## src/rtl/chs_pkg.sv

```systemverilog
// chs_pkg: shared state codes, chs_conf saturation limits and default timing constants
package chs_pkg;

    typedef enum logic [2:0] {
        ST_IDLE   = 3'd0,
        ST_HEAT   = 3'd1,
        ST_COOL   = 3'd2,
        ST_RAMPDN = 3'd3,
        ST_DEAD   = 3'd4
    } chs_state_e;

    localparam logic signed [8:0] CONF_MAX = 9'sd127;
    localparam logic signed [8:0] CONF_MIN = -9'sd128;

    localparam int TICK_DIV_DEF = 1000;
    localparam int HYST_DEF     = 2;
    localparam int MIN_ON_DEF   = 16;
    localparam int DEAD_DEF     = 8;
    localparam int FAN_STEP_DEF = 8;
    localparam int FAN_MAX_DEF  = 255;

    // clamp the 9-bit error into the 8-bit two's complement degree request
    function automatic logic [7:0] sat_conf(input logic signed [8:0] e);
        return e > CONF_MAX ? CONF_MAX[7:0] : e < CONF_MIN ? CONF_MIN[7:0] : e[7:0];
    endfunction

endpackage

```

## src/rtl/chs_tick_gen.sv

```systemverilog
// chs_tick_gen: free-running prescaler emitting a one-cycle tick every TICK_DIV clocks
module chs_tick_gen
    import chs_pkg::*;
#(
    parameter int TICK_DIV = TICK_DIV_DEF
) (
    input  logic clk,
    input  logic arst,
    output logic tick
);

    localparam int CW = $clog2(TICK_DIV);

    logic [CW-1:0] cnt_q, cnt_d;

    // tick fires on the last count of each period, then the counter wraps
    always_comb begin
        tick  = cnt_q == CW'(TICK_DIV - 1);
        cnt_d = tick ? '0 : cnt_q + CW'(1);
    end

    // prescaler register, cleared asynchronously
    always_ff @(posedge clk or negedge arst) begin
        if (!arst) cnt_q <= '0;
        else       cnt_q <= cnt_d;
    end

endmodule

```

## src/rtl/chs_sequencer.sv

```systemverilog
// chs_sequencer: hysteresis thermostat FSM with min on-time, fan ramps and reversal dead time
module chs_sequencer
    import chs_pkg::*;
#(
    parameter int TICK_DIV = TICK_DIV_DEF,
    parameter int HYST     = HYST_DEF,
    parameter int MIN_ON   = MIN_ON_DEF,
    parameter int DEAD     = DEAD_DEF,
    parameter int FAN_STEP = FAN_STEP_DEF,
    parameter int FAN_MAX  = FAN_MAX_DEF
) (
    input  logic       clk,
    input  logic       arst,
    input  logic       enable,
    input  logic [7:0] temp_in,
    input  logic [7:0] setpoint,
    output logic [7:0] chs_conf,
    output logic [7:0] speed,
    output logic       heat_req,
    output logic       busy,
    output logic [2:0] state_o
);

    localparam logic signed [8:0] HYST_S = 9'(HYST);

    logic              tick;
    logic signed [8:0] err;
    logic [8:0]        fan_sum;
    logic [7:0]        fan_up, fan_dn, dead_nx;
    logic              crossed;

    chs_state_e        st_q, st_d;
    logic [7:0]        on_cnt_q, on_cnt_d;
    logic [7:0]        dead_cnt_q, dead_cnt_d;
    logic [7:0]        fan_q, fan_d;
    logic              heat_q, heat_d;
    logic signed [8:0] err_q, err_d;
    logic [7:0]        chs_conf_q, chs_conf_d;
    logic [7:0]        speed_q, speed_d;
    logic              heat_req_q, heat_req_d;
    logic              busy_q, busy_d;
    logic [2:0]        state_o_q, state_o_d;

    chs_tick_gen #(.TICK_DIV(TICK_DIV)) u_tick (
        .clk  (clk),
        .arst (arst),
        .tick (tick)
    );

    // next-state, counter, ramp and output-stage logic
    always_comb begin
        err        = 9'(setpoint) - 9'(temp_in);
        fan_sum    = 9'(fan_q) + 9'(FAN_STEP);
        fan_up     = fan_sum > 9'(FAN_MAX) ? 8'(FAN_MAX) : fan_sum[7:0];
        fan_dn     = fan_q > 8'(FAN_STEP) ? fan_q - 8'(FAN_STEP) : 8'd0;
        dead_nx    = dead_cnt_q + 8'd1;
        crossed    = st_q == ST_HEAT ? (err[8] || err == 9'd0) : !err[8];
        st_d       = st_q;
        on_cnt_d   = on_cnt_q;
        dead_cnt_d = dead_cnt_q;
        fan_d      = fan_q;
        heat_d     = heat_q;
        err_d      = tick ? err : err_q;
        case (st_q)
            ST_IDLE: begin
                if (tick && enable && err > HYST_S) begin
                    st_d     = ST_HEAT;
                    heat_d   = 1'b1;
                    on_cnt_d = 8'd0;
                end else if (tick && enable && err < -HYST_S) begin
                    st_d     = ST_COOL;
                    heat_d   = 1'b0;
                    on_cnt_d = 8'd0;
                end
            end
            ST_HEAT, ST_COOL: begin
                if (!enable) begin
                    st_d = ST_RAMPDN;
                end else if (tick) begin
                    if (on_cnt_q >= 8'(MIN_ON) && crossed) begin
                        st_d = ST_RAMPDN;
                    end else begin
                        on_cnt_d = on_cnt_q == 8'hFF ? on_cnt_q : on_cnt_q + 8'd1;
                        fan_d    = fan_up;
                    end
                end
            end
            ST_RAMPDN: begin
                if (tick) begin
                    fan_d = fan_dn;
                    if (fan_dn == 8'd0) begin
                        st_d       = ST_DEAD;
                        dead_cnt_d = 8'd0;
                        heat_d     = 1'b0;
                    end
                end
            end
            ST_DEAD: begin
                if (tick) begin
                    dead_cnt_d = dead_nx;
                    st_d       = dead_nx == 8'(DEAD) ? ST_IDLE : ST_DEAD;
                end
            end
            default: st_d = ST_IDLE;
        endcase
        chs_conf_d = (st_q == ST_HEAT || st_q == ST_COOL || st_q == ST_RAMPDN) ? sat_conf(err_q) : 8'd0;
        speed_d    = fan_q;
        heat_req_d = heat_q;
        busy_d     = st_q != ST_IDLE;
        state_o_d  = st_q;
    end

    // session state and the registered output stage behind it
    always_ff @(posedge clk or negedge arst) begin
        if (!arst) begin
            st_q       <= ST_IDLE;
            on_cnt_q   <= 8'd0;
            dead_cnt_q <= 8'd0;
            fan_q      <= 8'd0;
            heat_q     <= 1'b0;
            err_q      <= 9'sd0;
            chs_conf_q <= 8'd0;
            speed_q    <= 8'd0;
            heat_req_q <= 1'b0;
            busy_q     <= 1'b0;
            state_o_q  <= 3'd0;
        end else begin
            st_q       <= st_d;
            on_cnt_q   <= on_cnt_d;
            dead_cnt_q <= dead_cnt_d;
            fan_q      <= fan_d;
            heat_q     <= heat_d;
            err_q      <= err_d;
            chs_conf_q <= chs_conf_d;
            speed_q    <= speed_d;
            heat_req_q <= heat_req_d;
            busy_q     <= busy_d;
            state_o_q  <= state_o_d;
        end
    end

    assign chs_conf = chs_conf_q;
    assign speed    = speed_q;
    assign heat_req = heat_req_q;
    assign busy     = busy_q;
    assign state_o  = state_o_q;

endmodule

```

## config.mk

```make
export PLATFORM = sky130hd
export DESIGN_NAME = chs_sequencer
export DESIGN_NICKNAME = d
export VERILOG_FILES = /design/src/rtl/chs_pkg.sv /design/src/rtl/chs_tick_gen.sv /design/src/rtl/chs_sequencer.sv
export SDC_FILE = /design/constraint.sdc
export NUM_CORES = 1
export LEC_CHECK = 0
export BUFFER_PORTS_ARGS = -buffer_cell sky130_fd_sc_hd__buf_2
export CAP_MARGIN = 30
export CELL_PAD_IN_SITES_DETAIL_PLACEMENT = 2
export CELL_PAD_IN_SITES_GLOBAL_PLACEMENT = 2
export CORE_ASPECT_RATIO = 1.75
export CORE_UTILIZATION = 40
export CTS_CLUSTER_DIAMETER = 100
export DETAILED_ROUTE_END_ITERATION = 8
export GPL_TIMING_DRIVEN = 1
export PLACE_DENSITY_LB_ADDON = 0.1
export SYNTH_ARGS = -nofsm -noshare
export SYNTH_HDL_FRONTEND = slang
export SYNTH_SLANG_ARGS = --single-unit
```

## constraint.sdc

```tcl
create_clock -name clk -period 4.6 [get_ports clk]
set_input_delay 0.46 -clock clk [delete_from_list [all_inputs] [get_ports clk]]
set_output_delay 0.46 -clock clk [all_outputs]
set_load 0.01 [all_outputs]
```

**Yosys cells after proc, flatten, opt, wreduce, memory -nomap -nowiden**

Index checks and enable logic that the tools add are counted.

- Flip-flop bits (word level): 68
- Bits of input ports: 19
- Output and inout bits: 21
- Logic and storage cells: 102

- $add $sub $neg: 6
- Magnitude comparators: 7
- Eq/ne operators: 17
- Muxes and demuxes: 38
- Reduce and logical (&&, ||, !) cells: 22

Operator list:

| kind | number |
|---|---|
| two-way mux 8 bit | 18 |
| case mux 8 bit (2 select lines) | 3 |
| two-way mux 3 bit | 9 |
| > comparator 9 x 8 -> 1 bit, second input constant | 2 |
| adder 8 x 1 -> 8 bit, second input constant | 2 |
| != test 2 bit, second input constant | 7 |
| case mux 3 bit (4 select lines) | 1 |
| AND reduction 6 bit | 2 |
| adder 10 x 1 -> 10 bit, second input constant | 1 |
| == test 10 bit, second input constant | 1 |
| two-way mux 10 bit | 1 |
| adder 8 x 4 -> 9 bit, second input constant | 1 |
| > comparator 9 x 3 -> 1 bit, second input constant | 1 |
| zero test 9 bit | 1 |
| < comparator 9 x 2 -> 1 bit, second input constant | 1 |
| < comparator 9 x 8 -> 1 bit, second input constant | 1 |
| != test 3 bit, second input constant | 3 |
| subtractor 8 x 8 -> 9 bit | 1 |
| == test 8 x 4 -> 1 bit, second input constant | 1 |
| == test 8 bit, second input constant | 1 |
| greater-or-equal comparator 8 x 5 -> 1 bit, second input constant | 1 |
| > comparator 8 x 4 -> 1 bit, second input constant | 1 |
| zero test 8 bit | 1 |
| AND reduction 4 bit | 2 |
| 14 further kinds | 27 |

**Depth between registers and ports, before layout**

Gate-level depths: netlist of the first run.

- Depth in word-level cells: 9
- Gate-level depth with buffers: 13
- Mapped depth without buffers: 12

**Hierarchy**

Synthesis of the first run repeated with hierarchy kept, for this count alone.

- Cells, all modules: 393
- Area total of the unflattened synthesis: 3792.4 um^2

By module, submodules not included:

| module | instances | cells an instance | area an instance (um^2) | seq. area each (um^2) |
|---|---|---|---|---|
| chs_sequencer | 1 | 350 | 3309.4 | 1451.4 |
| chs_tick_gen | 1 | 43 | 483.0 | 250.2 |

**Worst setup path before layout of the first run**

No wires, ideal clock.

- Path type: input to register
- Start point: input setpoint[0]
- End point: register on_cnt_q[7]
- Library setup time: 0.122 ns
- Data arrival time: 3.080 ns
- Data required time: 4.478 ns
- Slack: 1.397 ns
- Cell stages on the path: 12
- Buffers on the path: 0
- Cells stage by stage: inv_1 > ha_1 > inv_1 > fa_1 > a211oi_2 > or4b_4 > nand3_1 > nor2b_1 > and4b_4 > or4_4 > or4_1 > mux2i_1

- Longest elaborated chain between the ends: 7
- Elaborated cells on any way between the ends: 15
- Those cells by class: add/sub: 1; order compare: 2; eq/ne: 2; mux: 3; reduce/logical: 7

Ends and longest elaborated chain:

| what | line | text |
|---|---|---|
| start: declaration | chs_sequencer.sv:16 | `input logic [7:0] setpoint,` |
| subtractor 8 x 8 -> 9 bit * | chs_sequencer.sv:52 | `err = 9'(setpoint) - 9'(temp_in);` |
| parallel branches: the longest is 6 deep, another holds > comparator 9 x 3 -> 1 bit | - |  |
| end signal: assignment | chs_sequencer.sv:129 | `on_cnt_q <= on_cnt_d;` |
| end: declaration | chs_sequencer.sv:33 | `logic [7:0] on_cnt_q, on_cnt_d;` |

Every way passes the cells marked *.
A chain may end at the register's enable or synchronous reset.

**Worst setup path in the final report of the first run**

- Start point: input setpoint[0]
- End point: register fan_q[6]

- Longest elaborated chain between the ends: 7
- Elaborated cells on any way between the ends: 8
- Those cells by class: add/sub: 1; eq/ne: 1; mux: 1; reduce/logical: 5

Ends and longest elaborated chain:

| what | line | text |
|---|---|---|
| subtractor 8 x 8 -> 9 bit * | chs_sequencer.sv:52 |  |
| zero test 9 bit | chs_sequencer.sv:57 | `crossed = st_q == ST_HEAT ? (err[8] \|\| err == 9'd0) : !err[8];` |
| logical OR 1 bit | chs_sequencer.sv:57 |  |
| two-way mux 1 bit * | chs_sequencer.sv:57 |  |
| logical AND 1 bit * | chs_sequencer.sv:80 | `if (on_cnt_q >= 8'(MIN_ON) && crossed) begin` |
| != test 2 bit (no line) * | - |  |
| AND reduction 5 bit (no line) * | - |  |
| end signal: assignment | chs_sequencer.sv:131 | `fan_q <= fan_d;` |
| end: declaration | chs_sequencer.sv:35 | `logic [7:0] fan_q, fan_d;` |

Every way passes the cells marked *; elsewhere a longest branch is shown, timed or not.

==> impl_metrics.toml, run 1 <==
[drt]
drt_drc_violations_left = 0
routed_wire_length_per_instance_um = 18.3
route.met2.wl_mm = 6.44
drtPass1Iterations = 4
antenna_left = 0
detailroute.wirelength.met3_um = 186
route.top_layer_used = "met4"
route.layer.met1.wl_mm = 3.98
num_vias = 3379
first_iter_violations = 112
drt-vias-per-instance = 5.72
drt-total-wl_mm = 10.8

[setup_path]
critPathCaptureType = "register"
critical_path.max_fanout = 13
worst-setup-path-type = "in2reg"
startpoint_class = "input pin"
arrival_time_at_the_worst_endpoint_ps = 3800
critical_path_data_required_time_ps = 4810

[final_layout]
n_antenna_cell = 0
num-nets-final = 500
layout-area-overhead-vs-synth_pct = 16.4
final-instance-count-excl-fill = 591
layout-drive-gt1-share_pct = 15.1

[clocking]
cts_tree = "built"
cts.repair_timing.setup_buffer_count = 0
post_cts_resized = 0
clkTransAtPathRegs_ps = 50
cts.htree.levels = 3
cts_sinks = 68
hold_buffers = 0
ctsLongestPathBuffers = 2
numCtsBuffers = 9
cts_root_buf = "sky130_fd_sc_hd__clkbuf_16"
clk_latency_ps = 330

[timing]
drv_slew = 0
achievable-frequency_ghz = 0.279
final.period_utilization_pct = 77.9
slew_at_the_pin_closest_to_its_max_slew_limit_ps = 872
period_needed_ps = 3580
fin_worst_skew_ps = 5.48
timing.max_slew.rel_slack_pct = 41.9
finalSetupTns_ps = 0
final-hold-violation-count = 0
grt_setup_unrepaired = "false"
setup_violations = 0

[synth]
synth_top_area_cell = "sky130_fd_sc_hd__dfrtp_1"
synthesis.instances = 424
post_syn_nets = 460
synth_warnings = 0
yosys_most_used_dff = "sky130_fd_sc_hd__dfrtp_1"
synth_edf_count = 0
post_synth_main_area_contributors = "sky130_fd_sc_hd__dfrtp_1, sky130_fd_sc_hd__nand2_1, sky130_fd_sc_hd__ha_1"
synth_sequential_area_ratio_pct = 44.1
synth_seq_cells = 68
ys_types = 67
synth-async-reset-ratio_pct = 100
synth.avg_cell_area_sq_um = 9.10
netlist.area_leader.share_pct = 44.1
netlist_area_sq_um = 3860

[worst_hold_path]
worst_hold_check_path_type = "in2async"

[floorplan]
die_width_um = 76.2
io_pins = 40
initial_core_util_pct = 41.0
chipHeight_um = 132
floorplan.core_area_sq_um = 9410
fp.dieArea_sq_um = 10100
num_rows = 47

[power]
leakagePower_nw = 2.05
cellPowerDensity_nw_per_um2 = 328
ir_worst_vdd_mv = 0.185

[placement]
dp_hpwl_mm = 8.02
weighted_congestion_at_the_end_of_routability_driven_global_placement = 0.771
numPlacedInstances = 575
place.port_buffers = 39

[grt]
number_of_global_route_vias_before_repair = 3856
gr-usage-all-layers_pct = 23.0
pin_count_of_the_biggest_net_entering_global_routing = 69
total_global_routing_overflow = 0
wire_length_of_the_first_global_routing_pass_mm = 18.3
grt_antenna_before_repair = 0

[outcome]
outcome = "finished, final reports clean"

[job]
max-cap-violations = 0
[state kept, by name, summed over array words and instances (netlist names), 3 cells and up]
name	flops
err_q	9
on_cnt_q	8
chs_conf	8
state_o	3
u_tick.cnt_q	10
st_q	3
dead_cnt_q	8
fan_q	8
speed	8
[cells in the mapped netlist, types with 4 or more instances]
| library cell | count |
|---|---|
| sky130_fd_sc_hd__nand2b_1 | 6 |
| sky130_fd_sc_hd__o21a_1 | 8 |
| sky130_fd_sc_hd__dfrtp_1 | 68 |
| sky130_fd_sc_hd__o31ai_1 | 7 |
| sky130_fd_sc_hd__xor2_1 | 6 |
| sky130_fd_sc_hd__and2_1 | 5 |
| sky130_fd_sc_hd__o21ai_0 | 40 |
| sky130_fd_sc_hd__clkbuf_1 | 11 |
| sky130_fd_sc_hd__o21ai_1 | 6 |
| sky130_fd_sc_hd__or4_1 | 5 |
| sky130_fd_sc_hd__nand4_1 | 4 |
| sky130_fd_sc_hd__xnor2_1 | 7 |
| sky130_fd_sc_hd__nand3_1 | 17 |
| sky130_fd_sc_hd__inv_1 | 24 |
| sky130_fd_sc_hd__nor4_1 | 4 |
| sky130_fd_sc_hd__nor3b_1 | 5 |
| sky130_fd_sc_hd__a21oi_1 | 13 |
| sky130_fd_sc_hd__and3_1 | 8 |
| sky130_fd_sc_hd__nor3_1 | 10 |
| sky130_fd_sc_hd__nor2b_1 | 7 |
| sky130_fd_sc_hd__nor2_1 | 34 |
| sky130_fd_sc_hd__ha_1 | 16 |
| sky130_fd_sc_hd__nand2_1 | 54 |
[area by class of cell]
class	instances	area, sq um
Sequential cell	68	1700
Timing Repair Buffer	42	218
Fill cell	1070	4920
Clock buffer	10	229
Multi-Input combinational cell	318	2010
Inverter	25	93.8
Tap cell	122	153
Clock inverter	6	88.8
[power by group]
group | internal, W | switching (W) | total, W
Sequential | 0.000601 | 0.00000385 | 0.000605
Combinational | 0.0000494 | 0.0000833 | 0.000133
Clock | 0.000474 | 0.000260 | 0.000734
Total | 0.00113 | 0.000347 | 0.00147
[cell families after synthesis]
logic type | Yosys count | share of synthesized area (%)
adder cells (fa/ha/maj) | 19 | 6.23
XOR/XNOR | 13 | 2.95
buffers and inverters | 38 | 3.83
AO/OA/AOI/OAI | 112 | 19.7
multiplexers | 3 | 0.778
AND/OR/NAND/NOR | 171 | 22.4
flip-flops | 68 | 44.1
[layout by cell type, fill, tap and decap left out, drive strengths merged, types with 7 or more instances in the layout]
cell type | netlist | routed
o31ai | 8 | 8
o21a | 8 | 8
nor2 | 35 | 35
clkbuf | 11 | 10
and3 | 8 | 8
buf | 2 | 42
ha | 16 | 16
nor3 | 10 | 10
o21ai | 47 | 47
nand3 | 17 | 17
nand2 | 54 | 54
nor2b | 7 | 7
inv | 25 | 25
xnor2 | 7 | 7
dfrtp | 68 | 68
a21oi | 13 | 13
[worst max-delay path: stages]
cell,delay [ps]
sky130_fd_sc_hd__buf_2,90
sky130_fd_sc_hd__inv_1,60
sky130_fd_sc_hd__ha_1,150
sky130_fd_sc_hd__inv_1,60
sky130_fd_sc_hd__fa_1,410
sky130_fd_sc_hd__a211oi_2,400
sky130_fd_sc_hd__nor2_1,130
sky130_fd_sc_hd__xnor2_1,260
sky130_fd_sc_hd__nand4_1,270
sky130_fd_sc_hd__or4b_1,590
sky130_fd_sc_hd__a41oi_2,580
sky130_fd_sc_hd__nor2_1,120
sky130_fd_sc_hd__o22a_1,220
[worst paths after layout]
check	slack [ps]	startpoint	endpoint	depth (start not counted)
max	1020	setpoint[0]	fan_q[6]	13
min	310	arst	u_tick.cnt_q[2]	2
max reg2reg	1520	u_tick.cnt_q[0]	on_cnt_q[7]	10
min reg2reg	410	heat_q	heat_req	0
max in group asynchronous	3700	arst	fan_q[4]	2
min in group clk	410	heat_q	heat_req	0
[stage by stage]
| step | total power (W) | worst slack (ps) | area (sq um) | hold WS (ps) | util (%) |
|---|---|---|---|---|---|
| 2_1_floorplan | 0.000702 | 1400 | 3860 | 164 | - |
| 3_3_place_gp | 0.000745 | 859 | 4180 | 377 | 44.4 |
| 3_5_place_dp | 0.000751 | 674 | 4180 | 398 | 44.4 |
| 4_1_cts | 0.00149 | 1010 | 4490 | 370 | 47.8 |
| 5_1_grt | 0.00152 | 809 | 4490 | 410 | 47.8 |
| 6_report | 0.00147 | 1020 | 4490 | 315 | 47.8 |
[routing by layer]
layer / vias to the layer above / track usage (%)
li1: 1604 / -
met1: 1718 / 22.0
met2: 41 / 47.6
met3: 16 / 3.32
met4: 0 / 7.91
met5: - / 0
(Power assumes the default switching activity.)
==> run 2, diff against run 1 <==
ABC_AREA = 1   (was not set)
CORE_UTILIZATION = 35   (was 40)
clock period = 3.6 ns   (was 4.6 ns; I/O delays follow)
==> run 2 against run 1 <==
Against the previous run: clock power rose by 19%; total power rose by 21%; clock skew rose by 2.4 ps; critical path depth fell by 2; register-to-register slack got worse by 350 ps; global-route usage fell by 1.6 points; cell area rose by 3.1%; first-iteration DRC count fell by 53%; clock-buffer cell count fell by 1; critical endpoint is now fan_q[1].
==> impl_metrics.toml, run 2 <==
[outcome]
outcome = "finished, final reports clean"

[drt]
drtPass1Iterations = 4
drt_drc_violations_left = 0
first_iter_violations = 53
drt-vias-per-instance = 5.11
drt-total-wl_mm = 11.4
num_vias = 3531
routed_wire_length_per_instance_um = 16.5
antenna_left = 0

[timing]
timing.max_slew.rel_slack_pct = 66.7
postLayoutSetupSlackWorst_ps = 1170
final-hold-violation-count = 0
fin_worst_skew_ps = 7.84
slew_at_the_pin_closest_to_its_max_slew_limit_ps = 496
fin_worst_hold_slack_ps = 397
finalSetupTns_ps = 0
setup_violations = 0
period_needed_ps = 2430
final.period_utilization_pct = 67.4
achievable-frequency_ghz = 0.412
drv_slew = 0
grt_setup_unrepaired = "false"

[clocking]
cts_sinks = 68
hold_buffers = 1
cts_root_buf = "sky130_fd_sc_hd__clkbuf_16"
post_cts_resized = 0
cts_tree = "built"
ctsLongestPathBuffers = 2
numCtsBuffers = 9
cts.htree.levels = 3
cts.repair_timing.setup_buffer_count = 0
clk_latency_ps = 340
clkTransAtPathRegs_ps = 60

[floorplan]
io_pins = 40
num_rows = 51
chipHeight_um = 143
die_width_um = 82.6
fp.dieArea_sq_um = 11800
floorplan.core_area_sq_um = 11100
initial_core_util_pct = 35.9

[grt]
gr-usage-all-layers_pct = 21.3
total_global_routing_overflow = 0
grt_antenna_before_repair = 0
wire_length_of_the_first_global_routing_pass_mm = 18.7
number_of_global_route_vias_before_repair = 3882
pin_count_of_the_biggest_net_entering_global_routing = 41

[final_layout]
max_ffs_per_register = 10
layout-drive-gt1-share_pct = 16.6
layout_commonest_cell = "sky130_fd_sc_hd__nand2_1"
biggestRegsByFlops = "u_tick.cnt_q x10, err_q x9"
registers.top_by_ff_count = "u_tick.cnt_q"
layout.core_utilization_pct = 41.7
layout.cells.most_common_list = "sky130_fd_sc_hd__nand2_1, sky130_fd_sc_hd__dfrtp_1, sky130_fd_sc_hd__inv_1"
n_antenna_cell = 0
num-nets-final = 590
fillCellCount = 1318
layout-area-overhead-vs-synth_pct = 16.3
final-instance-count-excl-fill = 691

[setup_path]
critical_path.max_fanout = 20
critical_path.endpoint = "fan_q[1]"
startpoint_class = "register"
r2r-start = "u_tick.cnt_q[0]"
r2r_cells = 11
reg_to_reg_end = "fan_q[1]"
critPathCaptureType = "register"
critical_path_data_required_time_ps = 3820
arrival_time_at_the_worst_endpoint_ps = 2640
worst-setup-path-type = "reg2reg"
reg2reg_setup_slack_ps = 1170
timing.critical_path.from = "u_tick.cnt_q[0]"

[power]
ir_worst_vdd_mv = 0.270
leakagePower_nw = 2.49
cellPowerDensity_nw_per_um2 = 385

[synth]
synth_warnings = 0
netlist_area_sq_um = 3980
synthesis.instances = 508
netlist.area_leader.share_pct = 42.7
synth_edf_count = 0
synth-async-reset-ratio_pct = 100
post_syn_nets = 544
synth_top_area_cell = "sky130_fd_sc_hd__dfrtp_1"
synth_sequential_area_ratio_pct = 42.7
yosys.cell_count.top_type = "sky130_fd_sc_hd__nand2_1"
yosys_most_used_dff = "sky130_fd_sc_hd__dfrtp_1"
synth.top_cells.by_count = "sky130_fd_sc_hd__nand2_1, sky130_fd_sc_hd__dfrtp_1, sky130_fd_sc_hd__inv_1"
synth_seq_cells = 68
synth.avg_cell_area_sq_um = 7.84
ys_types = 40
post_synth_main_area_contributors = "sky130_fd_sc_hd__dfrtp_1, sky130_fd_sc_hd__nand2_1, sky130_fd_sc_hd__inv_1"

[job]
max-cap-violations = 0

[placement]
weighted_congestion_at_the_end_of_routability_driven_global_placement = 0.798
dp_worst_setup_slack_ps = 957
dp_hpwl_mm = 9.04
place.port_buffers = 39
numPlacedInstances = 674

[worst_hold_path]
worst_hold_check_path_type = "reg2reg"
-- run 2: cell types whose count changed in the layout (fill, tap and decap cells not counted), sizes merged, moves of 6 or more --
cell,change
o21a,-7
inv,+42
nand2,+91
nand3,+26
and3,-7
nor2b,-7
or4,-6
nand4,+7
nand2b,-6
a21oi,+7
o21ai,-29
xor2,+6
nor2,+22
-- run 2: layout make-up --
type	instances	area, sq um	share of cell area [%]
clock buffer	9	225	4.86
clock inverter	7	66.3	1.43
timing repair buffer	43	240	5.19
inverter	69	263	5.67
multi-input combinational	363	1970	42.5
sequential	68	1700	36.7
tap	132	165	3.57
-- run 2: worst min path at each step --
stage	startpoint	endpoint	slack [ps]	cells past startpoint
2_1_floorplan	arst	busy	60	0
3_3_place_gp	heat_q	heat_req	380	0
3_5_place_dp	arst	speed[0]	240	1
4_1_cts	heat_q	heat_req	400	0
5_1_grt	heat_q	heat_req	400	0
6_report	heat_q	heat_req	400	0
-- run 2: cell families after synthesis --
| kind of cell | synth area share (%) |
|---|---|
| xor gates and xnor gates | 3.74 |
| DFF | 42.7 |
| adders and majority gates | 5.53 |
| buffers and inverters | 7.79 |
| AOI/OAI and AO/OA | 8.80 |
| and+or+nand+nor | 31.4 |
-- run 2: power by group --
part	total [W]	internal (W)	switching, W
Clock	0.000873	0.000533	0.000340
Sequential	0.000766	0.000765	0.000000660
Combinational	0.000145	0.0000489	0.0000957
-- run 2: critical path, stage by stage, from the launching register on --
cell	delay, ps
sky130_fd_sc_hd__dfrtp_1	370
sky130_fd_sc_hd__ha_1	230
sky130_fd_sc_hd__nand2_1	130
sky130_fd_sc_hd__nor2_1	140
sky130_fd_sc_hd__nand3_1	90
sky130_fd_sc_hd__buf_4	220
sky130_fd_sc_hd__clkinv_2	200
sky130_fd_sc_hd__nor2_1	110
sky130_fd_sc_hd__nor3_4	390
sky130_fd_sc_hd__nand4_1	250
sky130_fd_sc_hd__nand2_1	110
sky130_fd_sc_hd__nand2_1	70
-- run 2: per-stage QoR --
| step | power (W) | cell area, sq um |
|---|---|---|
| detailed placement | 0.000929 | 4330 |
| global route | 0.00185 | 4630 |
| floorplan | 0.000872 | 3980 |
| finish | 0.00178 | 4630 |
| CTS | 0.00181 | 4630 |
| global placement | 0.000921 | 4310 |
-- run 2: metal layers --
layer	track usage (%)	vias to the layer above	part of all wire, %
met5	0	-	0
met4	6.90	0	1.5
met3	3.64	13	1.7
met2	43.4	38	60
met1	20.3	1758	37
li1	-	1722	-
==> run 3, diff against run 2 <==
CORE_UTILIZATION = 32   (was 35)
clock period = 2.09 ns   (was 3.6 ns; I/O delays follow)
==> run 3 against run 2 <==
Against the previous run: die area rose by 9.2%; clock-buffer cell count rose by 4; cell area rose by 15%; register-to-register slack got worse by 1100 ps; clock skew fell by 1.3 ps; critical path depth fell by 1; global-route usage fell by 0.59 points; final cell count rose by 12%; worst setup slack got worse by 1100 ps; sequential share of layout area fell by 4.8 points; worst hold slack got worse by 22 ps; first-iteration DRC count rose by 60%; critical path type unchanged; largest cell class unchanged; largest power group unchanged.
==> impl_metrics.toml, run 3 (synthesized netlist as in run 2, its figures left out) <==
[setup_path]
critPathMostFrequentCell = "sky130_fd_sc_hd__nand2_1"
path_cells = "ha_1 > xnor2_1 > a211oi_2 > nand3b_1 > nand2_1 > nor2_1 > inv_1 > nand4_1 > nand2_1 > nand2_1"
r2r_cells = 10
critical_path.slowest_cell = "sky130_fd_sc_hd__dfrtp_2"
reg2reg_setup_slack_ps = 100
r2r-start = "fan_q[4]"
critPathCaptureType = "register"
critical_path.max_fanout = 6
startpoint_class = "register"
arrival_time_at_the_worst_endpoint_ps = 2210
reg_to_reg_end = "fan_q[1]"
critical_path_data_required_time_ps = 2300
worst_path_largest_cell_delay_ps = 460
worst-setup-path-type = "reg2reg"

[timing]
achievable-frequency_ghz = 0.501
fin_worst_hold_slack_ps = 375
drv_slew = 0
final-hold-violation-count = 0
period_needed_ps = 1990
setup_violations = 0
final.period_utilization_pct = 95.5
slew_at_the_pin_closest_to_its_max_slew_limit_ps = 616
timing.max_slew.rel_slack_pct = 58.6
fin_worst_skew_ps = 6.58
finalSetupTns_ps = 0

[clocking]
numCtsBuffers = 9
cts_sinks = 68
clk_latency_ps = 330
cts_root_buf = "sky130_fd_sc_hd__clkbuf_16"
clkTransAtPathRegs_ps = 50
cts.htree.levels = 3
ctsLongestPathBuffers = 2
cts_tree = "built"

[placement]
detailed_place.area_sq_um = 4660
dp_hpwl_mm = 9.66
weighted_congestion_at_the_end_of_routability_driven_global_placement = 0.788
place.port_buffers = 39

[grt]
total_global_routing_overflow = 0
wire_length_of_the_first_global_routing_pass_mm = 20.6
gr-usage-all-layers_pct = 20.8
pin_count_of_the_biggest_net_entering_global_routing = 69
grt_antenna_before_repair = 0
number_of_global_route_vias_before_repair = 4216

[worst_hold_path]
hold_depth = 0
holdPathEnd = "heat_req"
min-delay-start = "heat_q"
worst_hold_check_path_type = "reg2reg"

[final_layout]
fillCellCount = 1399
layout_commonest_cell = "sky130_fd_sc_hd__nand2_1"
biggestRegsByFlops = "u_tick.cnt_q x10, err_q x9"
layout-area-overhead-vs-synth_pct = 34.0
layout.cell_area.non_filler_sq_um = 5340
layout.core_utilization_pct = 44.2
layout-drive-gt1-share_pct = 30.4
registers.top_by_ff_count = "u_tick.cnt_q"
num-nets-final = 637
layout.cells.most_common_list = "sky130_fd_sc_hd__nand2_1, sky130_fd_sc_hd__dfrtp_1, sky130_fd_sc_hd__inv_1"
max_ffs_per_register = 10
n_antenna_cell = 0

[floorplan]
initial_core_util_pct = 33.0
fp.dieArea_sq_um = 12900
floorplan.core_area_sq_um = 12100
io_pins = 40
die_width_um = 86.3
chipHeight_um = 150
num_rows = 53

[drt]
routed_wire_length_per_instance_um = 16.6
drt_drc_violations_left = 0
drt-total-wl_mm = 12.8
route.met2.wl_mm = 7.86
drtPass1Iterations = 4
route.layer.met1.wl_mm = 4.50
drt-vias-per-instance = 4.93
antenna_left = 0
detailroute.wirelength.met3_um = 185
first_iter_violations = 85
num_vias = 3799
route.top_layer_used = "met4"

[power]
cellPowerDensity_nw_per_um2 = 630
ir_worst_vdd_mv = 0.395
leakagePower_nw = 2.77
p_total_w = 0.00336

[job]
max-cap-violations = 0

[outcome]
outcome = "finished, final reports clean"
==> run 3: cell types whose count changed in the layout (fill, tap and decap cells not counted), moves of 4 or more <==
cell                       before  now
sky130_fd_sc_hd__nand2_1      132  120
sky130_fd_sc_hd__ha_1          16   11
sky130_fd_sc_hd__nand3_1       39   31
sky130_fd_sc_hd__inv_2          4    9
sky130_fd_sc_hd__nand3_2        4   10
sky130_fd_sc_hd__inv_1         61   55
sky130_fd_sc_hd__buf_4          2   45
sky130_fd_sc_hd__clkinv_2       5    1
sky130_fd_sc_hd__nand2_2       11   20
sky130_fd_sc_hd__ha_4           0    4
sky130_fd_sc_hd__nor2_1        53   48
==> run 3: critical path: cells and delay by family, from the launching register on <==
family	cells	cell delay (ps)
adders and majority gates	1	230
and+or+nand+nor	6	630
xor gates and xnor gates	1	180
DFF	1	460
buffers and inverters	1	130
AOI/OAI and AO/OA	1	240
==> run 3: how the worst max path moves through the flow <==
stage                start          end  cells past startpoint
5_1_grt           fan_q[3]      st_q[1]                     14
3_3_place_gp   setpoint[0]     fan_q[5]                     20
4_1_cts           fan_q[2]      st_q[0]                     14
3_5_place_dp   setpoint[0]  on_cnt_q[0]                     20
2_1_floorplan  setpoint[0]     fan_q[4]                     19
6_report          fan_q[4]     fan_q[1]                     10
==> run 3: per-layer routing <==
layer / track usage [%] / vias to the layer above
met1: 20.6 / 1913
li1: - / 1824
met5: 0 / -
met2: 42.6 / 47
met4: 7.00 / 0
met3: 2.59 / 15
==> run 3: layout make-up <==
type	count	area [sq um]	share of cell area, %
tap	165	206	3.87
timing repair buffer	87	574	10.8
sequential	68	1710	32.0
clock buffer	13	270	5.07
timing repair inverter	1	6.26	0.117
clock inverter	3	67.6	1.27
inverter	69	270	5.07
multi-input combinational	365	2230	41.9
==> run 3: timing repair <==
item | 4_1_cts | 5_1_grt
buffers inserted | 0 | 6
setup endpoints to repair | 19 | 28
cloned | 0 | 3
hold buffers | 1 | 0
pin swaps | 0 | 26
endpoints found under the hold margin | 68 | 0
gates resized for setup | 7 | 60
==> run 3: power breakdown <==
group | internal, W | switching [W]
clock | 0.00114 | 0.000563
combinational | 0.000139 | 0.000198
sequential | 0.00132 | 0.00000107
==> run 3: metrics by stage <==
stage | setup slack (ps) | cells
after floorplan | 40.5 | 508
final | 95.1 | 771
after detailed placement | -367 | 745
after global placement | -292 | 745
after global routing | -36.6 | 771
after CTS | -11.3 | 762
